<file path="src/rtl/fir3_inverse_deconv.sv">
// Inverse stage of the 3-tap FIR: subtracts the contribution of the two previous recovered
// samples, then divides the residual by C with a bit-serial restoring divider.
module fir3_inverse_deconv #(
    parameter int DW = 8,
    parameter int YW = 12,
    parameter int CW = 4,
    parameter int A  = 1,
    parameter int B  = 2,
    parameter int C  = 3
) (
    input  logic          clk,
    input  logic          rst,
    input  logic [YW-1:0] y_in,
    input  logic          in_valid,
    output logic          in_ready,
    input  logic          flush,
    output logic [DW-1:0] x_out,
    output logic          err,
    output logic          out_valid,
    input  logic          out_ready
);

    localparam int RW = YW + 2*CW + DW + 2;
    localparam int NW = $clog2(YW);
    localparam logic [1:0] S_IDLE = 2'd0;
    localparam logic [1:0] S_SUB  = 2'd1;
    localparam logic [1:0] S_DIV  = 2'd2;
    localparam logic [1:0] S_DONE = 2'd3;
    localparam logic [CW:0]   DIVISOR  = (CW+1)'(C);
    localparam logic [NW-1:0] LAST_CNT = NW'(YW-1);

    logic [1:0]    state_reg;
    logic [YW-1:0] y_reg;
    logic [YW-1:0] dvd_reg;
    logic [YW-1:0] dvd_next;
    logic [CW-1:0] rem_reg;
    logic [CW-1:0] rem_next;
    logic [NW-1:0] cnt_reg;
    logic          neg_reg;
    logic [DW-1:0] x1_reg;
    logic [DW-1:0] x2_reg;
    logic [DW-1:0] x_out_reg;
    logic          err_reg;

    logic [RW-1:0] resid;
    logic          resid_neg;
    logic [CW:0]   trial;
    logic          trial_ge;
    logic          q_over;
    logic          err_res;
    logic [DW-1:0] x_res;

    assign in_ready  = (state_reg == S_IDLE) && !flush;
    assign out_valid = (state_reg == S_DONE);
    assign x_out     = x_out_reg;
    assign err       = err_reg;

    always_comb begin
        resid     = RW'(y_reg) - RW'(B) * RW'(x1_reg) - RW'(A) * RW'(x2_reg);
        resid_neg = $signed(resid) < 0;
    end

    // One restoring-divide step: the dividend register shifts out its MSB and shifts in the quotient bit.
    always_comb begin
        trial    = {rem_reg, dvd_reg[YW-1]};
        trial_ge = (trial >= DIVISOR);
        rem_next = trial_ge ? CW'(trial - DIVISOR) : trial[CW-1:0];
        dvd_next = {dvd_reg[YW-2:0], trial_ge};
    end

    // Result formed from the final step's quotient/remainder so it registers on DONE entry.
    assign q_over  = |dvd_next[YW-1:DW];
    assign err_res = neg_reg | q_over | (rem_next != '0);

    genvar gi;
    generate
        for (gi = 0; gi < DW; gi++) begin : g_sat
            assign x_res[gi] = !neg_reg && (q_over || dvd_next[gi]);
        end
    endgenerate

    always_ff @(posedge clk) begin
        if (rst) begin
            state_reg <= S_IDLE;
            y_reg     <= '0;
            dvd_reg   <= '0;
            rem_reg   <= '0;
            cnt_reg   <= '0;
            neg_reg   <= 1'b0;
            x1_reg    <= '0;
            x2_reg    <= '0;
            x_out_reg <= '0;
            err_reg   <= 1'b0;
        end else begin
            case (state_reg)
                S_IDLE: begin
                    if (flush) begin
                        x1_reg <= '0;
                        x2_reg <= '0;
                    end else if (in_valid) begin
                        y_reg     <= y_in;
                        state_reg <= S_SUB;
                    end
                end
                S_SUB: begin
                    neg_reg   <= resid_neg;
                    dvd_reg   <= resid_neg ? '0 : resid[YW-1:0];
                    rem_reg   <= '0;
                    cnt_reg   <= '0;
                    state_reg <= S_DIV;
                end
                S_DIV: begin
                    dvd_reg <= dvd_next;
                    rem_reg <= rem_next;
                    cnt_reg <= cnt_reg + 1'b1;
                    if (cnt_reg == LAST_CNT) begin
                        x_out_reg <= x_res;
                        err_reg   <= err_res;
                        x2_reg    <= x1_reg;
                        x1_reg    <= x_res;
                        state_reg <= S_DONE;
                    end
                end
                default: begin
                    if (out_ready) begin
                        state_reg <= S_IDLE;
                    end
                end
            endcase
        end
    end

endmodule

</file>
<file path="config.mk">
export PLATFORM = sky130hd
export DESIGN_NAME = fir3_inverse_deconv
export DESIGN_NICKNAME = d
export VERILOG_FILES = /design/src/rtl/fir3_inverse_deconv.sv
export SDC_FILE = /design/constraint.sdc
export NUM_CORES = 1
export LEC_CHECK = 0
export CAP_MARGIN = 5
export CORE_MARGIN = 2
export CORE_UTILIZATION = 63
export CTS_CLUSTER_SIZE = 8
export DETAILED_ROUTE_END_ITERATION = 8
export PLACE_DENSITY = 0.86
export SLEW_MARGIN = 20
export SYNTH_ARGS = -nofsm -noshare
export SYNTH_HDL_FRONTEND = slang
export SYNTH_SLANG_ARGS = --single-unit
</file>
<file path="constraint.sdc">
create_clock -name clk -period 7.1 [get_ports clk]
set_input_delay 1.065 -clock clk [delete_from_list [all_inputs] [get_ports clk]]
set_output_delay 1.065 -clock clk [all_outputs]
set_load 0.005 [all_outputs]
</file>
==> results.txt, run 1 <==
The pin count of the biggest net entering global routing was 62. The number of sinks handled by clock tree synthesis is 60. The share of synthesized flip-flops with an asynchronous set or reset is 0. For this run, design rule violations remaining after detail routing come to 0.

The via count came out at 3184. The count of nets left with antenna violations after detail routing is 0, and the final clock skew is 8.96 ps. The number of cell instances on the worst register-to-register path is 13, and the average via count per standard cell is 6.00. The first global-routing pass estimated 14000 um of wire.

The tools report the post-CTS repair timing setup buffer count as 0. The total count of hold-check failures in the final report is 0. The first detailed-routing pass took 6 iterations. The worst setup slack after placement is 3560 ps.

The die is 77.9 um wide. Power comes to 1320 uW. The worst-case vdd ir drop was 0.183 mV; the measured slew at the worst slew-check pin was 1090 ps. The share of the clock period used by the worst path is 0.506. The flow ran to the end, and the final reports show no timing, DRC or antenna violations. The met3 routing resource usage after global routing came out at 0.0674.

Among all flip-flop cells after synthesis, the most frequent one is sky130_fd_sc_hd__dfxtp_1. The fraction of final layout cells sized beyond drive strength 1 works out to 0.0586. The violation count after the first detailed-route iteration is 335, and the clock latency reported for the late side of the worst-skew pair is 350 ps. The congestion estimate from routability-driven global placement came to 0.866.

The area fraction of the dominant cell type after synthesis was 0.350; the net count after synthesis was 485. Category of the most critical setup path: register to register. The number of max-slew violations in the final report is 0, and the antenna diode instance count is 0.

The share of the yosys chip area belonging to registers is 0.350. Total global routing overflow: 0. For this run, the number of Yosys warnings is 0. Kind of capture point of the worst setup path: a register. For this run, the post-layout net count is 498.

The tools report the leakage power as 0.00149 uW. Setup repair after global routing left no endpoint under its margin. The count of input and output buffers is 27. The fraction of met1 tracks used by global routing came out at 0.375.

Counting flops with a built-in enable in the synthesized netlist gives 0. Power spread over the standard cell area amounts to 339 nW/um2. By count the netlist is led by sky130_fd_sc_hd__a21oi_1, sky130_fd_sc_hd__dfxtp_1, sky130_fd_sc_hd__nor2_1, sky130_fd_sc_hd__nand2_1, sky130_fd_sc_hd__inv_1. The logs give 3440 um2 for the mapped cell area and 3015 for the number of global-route vias before repair. Timing would allow up to 0.278 GHz. Worst setup slack for register-to-register paths: 3510 ps. The layer carrying the most global-route usage was met2. After layout, the worst setup slack is 3510 ps. At the worst endpoint, the arrival time is 3800 ps. From bottom edge to top edge, the die measures 77.9 um. In this run the clock root is driven by a sky130_fd_sc_hd__clkbuf_8. Across the run, the number of max-cap violations was 0. The most common cell in the netlist was sky130_fd_sc_hd__a21oi_1.

The required time reported for the critical path endpoint was 7310 ps; the relative max-transition margin was 0.271. Counting the fill cells in the layout gives 378. After synthesis, the netlist uses 49 different library cells.

After detailed placement, the design holds a cell count of 515. The mean area per synthesized cell was 7.76 um2. Compared with the post-synthesis result, the final layout area differs by 13.7%. Once layout is complete, the cells apart from fillers number 531. The tools report the launching instance or port of the critical path as x1_reg[4]$_SDFFE_PP0P_. TritonCTS built the clock tree. The tools report the capture point of the critical path as dvd_reg[9]$_SDFFE_PP0N_. The starting utilization of the core area was 0.664.

The startpoint identified for the worst register-to-register timing path is x1_reg[4]$_SDFFE_PP0P_. The run gives 0.288 as the global router's overall resource usage. Gates resized during post-CTS repair numbered 0.

Buffers inserted to repair hold after CTS numbered 0. In the post-synthesis netlist, the biggest area contributors are sky130_fd_sc_hd__dfxtp_1, sky130_fd_sc_hd__a21oi_1, sky130_fd_sc_hd__ha_1. After floorplanning, the core was divided into 26 placement rows. In this run, CTS created clock tree buffers numbering 9. The longest clock path from root to sink contains 2 buffers. The full die area is 6060 um2. Setup violations remaining at the end of the flow were counted as 0.

The dominant cell type by area after synthesis was sky130_fd_sc_hd__dfxtp_1. The region available for standard cell placement spans 5170 um2. The estimated wirelength of the detail-placed design came out at 5580 um. The depth of the worst hold-timing path is 2. For the number of antenna violations at the first check in global routing, the log shows 0. Counting flops and latches in the post-synthesis netlist gives 60. In this run the critical register-to-register path is captured at dvd_reg[9]$_SDFFE_PP0N_.

The average wire per standard cell is 15.5 um. During I/O placement, the number of pins put on the boundary was 28. In this run the worst hold path is classified as register to register.

The post-synthesis instance total was 443. The maximum fanout count along the critical path was 13; the clock-pin transition on the worst setup and hold timing paths was 70 ps. In this run the number of H-tree levels came out at 3. The type of element launching the critical path was a register. The met2 layer usage reported by global route is 0.470, and the total negative slack is 0 ps. The worst path needs 3590 ps of the cycle, external delays included. The final layout contains routed wiring with a total length of 8210 um.
-- cell usage in the layout, fill, tap and decap left out, types with 2 or more instances in the layout --
| master | netlist | routed |
|---|---|---|
| sky130_fd_sc_hd__mux2i_1 | 4 | 4 |
| sky130_fd_sc_hd__ha_1 | 23 | 23 |
| sky130_fd_sc_hd__a211o_1 | 2 | 2 |
| sky130_fd_sc_hd__nand2_1 | 45 | 45 |
| sky130_fd_sc_hd__nand3_1 | 14 | 14 |
| sky130_fd_sc_hd__nor4_1 | 3 | 3 |
| sky130_fd_sc_hd__xnor2_1 | 8 | 8 |
| sky130_fd_sc_hd__buf_4 | 0 | 2 |
| sky130_fd_sc_hd__a21oi_1 | 70 | 70 |
| sky130_fd_sc_hd__a21o_1 | 5 | 5 |
| sky130_fd_sc_hd__a31oi_1 | 3 | 3 |
| sky130_fd_sc_hd__bufinv_16 | 0 | 2 |
| sky130_fd_sc_hd__a22oi_1 | 7 | 7 |
| sky130_fd_sc_hd__dfxtp_1 | 60 | 60 |
| sky130_fd_sc_hd__o21a_1 | 5 | 5 |
| sky130_fd_sc_hd__or2_2 | 2 | 2 |
| sky130_fd_sc_hd__clkbuf_8 | 0 | 9 |
| sky130_fd_sc_hd__fa_1 | 2 | 2 |
| sky130_fd_sc_hd__o2111ai_1 | 3 | 3 |
| sky130_fd_sc_hd__nor3_1 | 12 | 11 |
| sky130_fd_sc_hd__clkdlybuf4s50_1 | 0 | 26 |
| sky130_fd_sc_hd__nor2_1 | 55 | 55 |
| sky130_fd_sc_hd__and3_1 | 13 | 13 |
| sky130_fd_sc_hd__clkinvlp_4 | 0 | 2 |
| sky130_fd_sc_hd__nor2b_1 | 7 | 7 |
| sky130_fd_sc_hd__o21ai_0 | 9 | 9 |
| sky130_fd_sc_hd__or4_1 | 2 | 2 |
| sky130_fd_sc_hd__xor2_1 | 6 | 6 |
| sky130_fd_sc_hd__a311o_1 | 2 | 2 |
| sky130_fd_sc_hd__inv_1 | 24 | 24 |
| sky130_fd_sc_hd__or3_1 | 3 | 3 |
| sky130_fd_sc_hd__o211ai_1 | 10 | 10 |
-- final cells by class --
class,instances,area [um2],share of cell area
clock buffer,10,128,0.0327
clock inverter,6,88.8,0.0227
inverter,25,93.8,0.0240
multi-input combinational,332,2030,0.520
sequential,60,1200,0.307
tap,70,87.6,0.0224
timing repair buffer,28,275,0.0705
-- critical path, cell delays in order, from the launching register on --
cell	delay [ps]
sky130_fd_sc_hd__dfxtp_1	350
sky130_fd_sc_hd__inv_1	50
sky130_fd_sc_hd__ha_1	340
sky130_fd_sc_hd__a21o_1	210
sky130_fd_sc_hd__a31o_2	240
sky130_fd_sc_hd__nor2_1	130
sky130_fd_sc_hd__xnor2_1	130
sky130_fd_sc_hd__ha_1	320
sky130_fd_sc_hd__a21o_1	210
sky130_fd_sc_hd__or3_1	300
sky130_fd_sc_hd__o22ai_1	220
sky130_fd_sc_hd__o211ai_1	470
sky130_fd_sc_hd__o2111ai_1	380
sky130_fd_sc_hd__a21oi_1	90
-- kinds of logic (layout without fill, tap and decap cells) --
group                      Yosys count  after routing  synth area share
xor gates and xnor gates            14             14            0.0357
muxes                                5              5            0.0149
buffers and inverters               51             69            0.0605
AOI/OAI and AO/OA                  129            129             0.236
DFF                                 60             60             0.350
adders and majority gates           25             25            0.0954
and+or+nand+nor                    159            159             0.208
-- where the power goes --
part	switching [uW]	total, uW	leakage, uW	internal (uW)
logic	379	582	0.000905	203
registers	35.4	403	0.000485	368
clock network	140	338	0.000102	197
-- worst min path at each step --
stage	from	endpoint	slack, ps
final	x2_reg[1]$_SDFFE_PP0P_	x2_reg[1]$_SDFFE_PP0P_	450
after global routing	y_reg[4]$_SDFFE_PP0P_	y_reg[4]$_SDFFE_PP0P_	490
after CTS	x2_reg[1]$_SDFFE_PP0P_	x2_reg[1]$_SDFFE_PP0P_	460
after detailed placement	x2_reg[1]$_SDFFE_PP0P_	x2_reg[1]$_SDFFE_PP0P_	450
after global placement	x2_reg[5]$_SDFFE_PP0P_	x2_reg[5]$_SDFFE_PP0P_	440
after floorplan	x2_reg[1]$_SDFFE_PP0P_	x2_reg[1]$_SDFFE_PP0P_	430
-- metrics by stage --
step	hold WS (ps)	utilization	cell area, um2
6_report	453	0.755	3910
5_1_grt	485	0.755	3910
4_1_cts	456	0.754	3900
3_5_place_dp	446	0.712	3680
3_3_place_gp	438	0.712	3680
2_1_floorplan	432	-	3440
-- per-layer routing --
layer / share of wire / vias up
met5: 0 / -
li1: - / 1579
met4: 0.027 / 0
met3: 0.056 / 23
met2: 0.48 / 92
met1: 0.44 / 1490
Power figures use the tool's default switching activity.
==> inputs of run 2 (changes only) <==
- CORE_UTILIZATION: 63 -> 58
- PLACE_DENSITY: 0.86 -> 0.8
- clock period: 7.1 -> 3.75 ns (I/O delays scaled with it)
==> run 2 against run 1 <==
Core utilization shrank 7.0 points; combinational power increased by 96%; critical endpoint is now dvd_reg[5]$_SDFFE_PP0N_; critical path depth increased by 1; maximum frequency increased by 5.9%; non-clock buffer count grew 6; die area up 8.2%; power rose by 100%.
==> results.txt, run 2 (synthesis results as in run 1) <==
The flow ran to the end, and the final reports show no timing, DRC or antenna violations. For the quantity of gates resized following cts, the log shows 0 (unchanged). The post-route standard cell area excluding fillers was 3980 um2 (+2.0%). The number of cell instances on the worst register-to-register path was 14 (+1); the switching power was 1070 uW (+93%).

For the share of power burned in combinational logic, the log shows 0.432 (-0.008). Leaving out fill and tap cells, the most frequent cells in the layout are sky130_fd_sc_hd__a21oi_1, sky130_fd_sc_hd__dfxtp_1, sky130_fd_sc_hd__nor2_1. The via count came out at 3250 (+2.1%).

The average wire per standard cell works out to 15.7 um (+1.5%). Number of cells on the critical path: 14 (+1). The total count of hold-check failures in the final report was 0 (unchanged); the number of CTS-inserted buffers was 9 (unchanged). The final-report setup violation count was 0 (unchanged); the final routed DRC violation total was 0 (unchanged). The clock tree root buffer cell is sky130_fd_sc_hd__clkbuf_8. The x dimension of the die works out to 81.0 um (+4.0%).

The total negative slack was 0 ps (unchanged); the largest stage delay on the critical path was 410 ps (-60 ps). The highest metal layer carrying signal wires in the routed design is met4. In this run the worst setup path terminates at dvd_reg[5]$_SDFFE_PP0N_. The worst reg2reg path endpoint is dvd_reg[5]$_SDFFE_PP0N_. The global-route wire length before repair is 14200 um (+1.5%), and the site row count is 28 (+7.7%). The switching power as a share of total power came out at 0.406 (-0.0129). Worst setup slack for register-to-register paths: 360 ps (-3150 ps). TritonCTS built the clock tree. For the number of sinks handled by clock tree synthesis, the log shows 60 (unchanged). The routability congestion estimate came out at 0.883 (+1.9%).

The time the final worst path needs with I/O delays and setup was 3390 ps (-200 ps); the floorplan die height was 81.0 um (+4.0%). The logs give 8500 um (+3.6%) for the aggregate routed wire length and 3 (unchanged) for the CTS H-tree depth. The power per cell area was 663 nW/um2 (+96%).

The pin count of the biggest net entering global routing is 33 (-47%), and the full die area is 6560 um2 (+8.2%). The run gives 12.0 ps (+3.07 ps) as the final clock skew. The detailed-routed wire length on met3 is 404 um (-12%). The kind of capture point of the worst setup path is a register. The leakage power is 0.00154 uW (+3.1%). The logs give 3960 ps (-3350 ps) for the required time reported for the critical path endpoint and 0.315 mV (+72%) for the worst-case vdd ir drop.

The cell type of the slowest stage on the worst timing path was sky130_fd_sc_hd__a221oi_2. The category of the most critical setup path was register to register. The critical path starts at y_reg[1]$_SDFFE_PP0P_. The sequential share of power is 0.291 (-0.014), and the measured slew at the worst slew-check pin is 613 ps (-481 ps).

The number of global-route vias before repair came out at 3082 (+2.2%). On the critical path the largest part of the delay comes from compound AO/OA/AOI/OAI gates. The area growth from synthesis to final layout is 15.9%. The maximum fanout count along the critical path is 13 (unchanged), and the average via count per standard cell is 6.00 (about the same). The design internal power came out at 1570 uW (+100%).

The number of detailed-routing iterations run before antenna repair was 5 (-1); the buffers plus inverters on the worst setup path was 3 (+2). The number of max-slew violations in the final report is 0 (unchanged), and the wire length on met1 is 3660 um (+1.9%). Count of input and output buffers: 27 (unchanged). The part of the power in the clock network is 0.277 (+0.022), and the max-cap check violation count is 0 (unchanged).

STA classifies the critical path startpoint as a register. For the placeable core area, the log shows 5820 um2 (+12%). For the number of buffers between clock root and the deepest sink, the log shows 2 (unchanged). The startpoint identified for the worst register-to-register timing path is y_reg[1]$_SDFFE_PP0P_. The violation count after the first detailed-route iteration came out at 300 (-10%).

The class of the tightest hold or removal check is register to register. The met2 wire length was 4150 um (+5.4%). The count of boundary I/O pins came out at 28 (unchanged).

The relative max-transition margin came out at 0.588 (+0.317). The commonest non-fill, non-tap cell in the layout is sky130_fd_sc_hd__a21oi_1. The estimated wirelength of the detail-placed design came out at 5950 um (+6.7%). The fraction of final layout cells sized beyond drive strength 1 came out at 0.0707 (+0.0121). The logs give 0 (unchanged) for the antenna diode instance count and 0.591 (-0.0735) for the starting utilization of the core area. Walking the worst path, the cells encountered are inv_1 -> ha_1 -> inv_1 -> fa_1 -> a21o_2 -> a221oi_2 -> xnor2_1 -> ha_1 -> or3_1 -> o22ai_1 -> o211ai_1 -> buf_4 -> o211ai_1 -> a21oi_1.

Setup repair after global routing left no endpoint under its margin. Cell area after placement: 3730 um2 (+1.2%). The tools report the layout net count as 504 (+1.2%). The tools report the total global routing overflow as 0 (unchanged). For the worst hold-check slack, the log shows 451 ps (-2.35 ps). The upper clock frequency limit was 0.295 GHz (+5.9%). For the global router's overall resource usage, the log shows 0.281 (-0.00750). The share of the clock period used by the worst path is 0.905 (+0.399), and the clock latency reported for the late side of the worst-skew pair is 350 ps (about the same). The count of nets left with antenna violations after detail routing came out at 0 (unchanged). The run gives 0 (unchanged) as the number of antenna violations at the first check in global routing. Arrival time of data at the critical path endpoint: 3600 ps (-200 ps).

The clock-pin transition on the worst setup and hold timing paths works out to 70 ps (about the same).
## run 2: worst min path at each step
| stage | startpoint | to | depth (start not counted) |
|---|---|---|---|
| 6_report | x2_reg[4]$_SDFFE_PP0P_ | x2_reg[4]$_SDFFE_PP0P_ | 2 |
| 5_1_grt | y_reg[3]$_SDFFE_PP0P_ | y_reg[3]$_SDFFE_PP0P_ | 2 |
| 4_1_cts | x2_reg[4]$_SDFFE_PP0P_ | x2_reg[4]$_SDFFE_PP0P_ | 2 |
| 3_5_place_dp | x2_reg[3]$_SDFFE_PP0P_ | x2_reg[3]$_SDFFE_PP0P_ | 2 |
| 3_3_place_gp | x2_reg[7]$_SDFFE_PP0P_ | x2_reg[7]$_SDFFE_PP0P_ | 2 |
| 2_1_floorplan | x2_reg[1]$_SDFFE_PP0P_ | x2_reg[1]$_SDFFE_PP0P_ | 2 |
## run 2: cell type report
type / count / area, um2
Clock buffer: 10 / 138
Clock inverter: 6 / 111
Fill cell: 509 / 1830
Inverter: 25 / 93.8
Multi-Input combinational cell: 332 / 2030
Sequential cell: 60 / 1200
Tap cell: 75 / 93.8
Timing Repair Buffer: 34 / 318
## run 2: tightest hold or removal path, stage by stage, from the launching register on
cell                      delay (ps)
sky130_fd_sc_hd__dfxtp_1         310
sky130_fd_sc_hd__nand2_1          50
sky130_fd_sc_hd__a21oi_1          50
## run 2: metrics by stage
| step | setup slack, ps | utilization | cells | total power, uW |
|---|---|---|---|---|
| 2_1_floorplan | 751 | - | 443 | 1620 |
| 3_3_place_gp | 407 | 0.641 | 525 | 1840 |
| 3_5_place_dp | 199 | 0.641 | 525 | 1870 |
| 4_1_cts | 158 | 0.684 | 541 | 2620 |
| 5_1_grt | 180 | 0.685 | 542 | 2810 |
| 6_report | 356 | 0.685 | 542 | 2640 |
## run 2: power groups by stage
stage	combinational [uW]	sequential (uW)	clock, uW
after detailed placement	1100	779	0
final	1140	767	731
after CTS	1110	765	740
after global routing	1260	776	767
after floorplan	882	742	0
after global placement	1070	776	0
## run 2: metal layers
metal / global-route usage / vias up
met1: 0.351 / 1534
met5: 0 / -
li1: - / 1589
met3: 0.0489 / 27
met2: 0.463 / 100
met4: 0.147 / 0
## run 2: what timing repair did
action                                  4_1_cts  5_1_grt
endpoints found under the setup margin        0       12
buffers inserted                              0        1
hold buffers                                  0        0
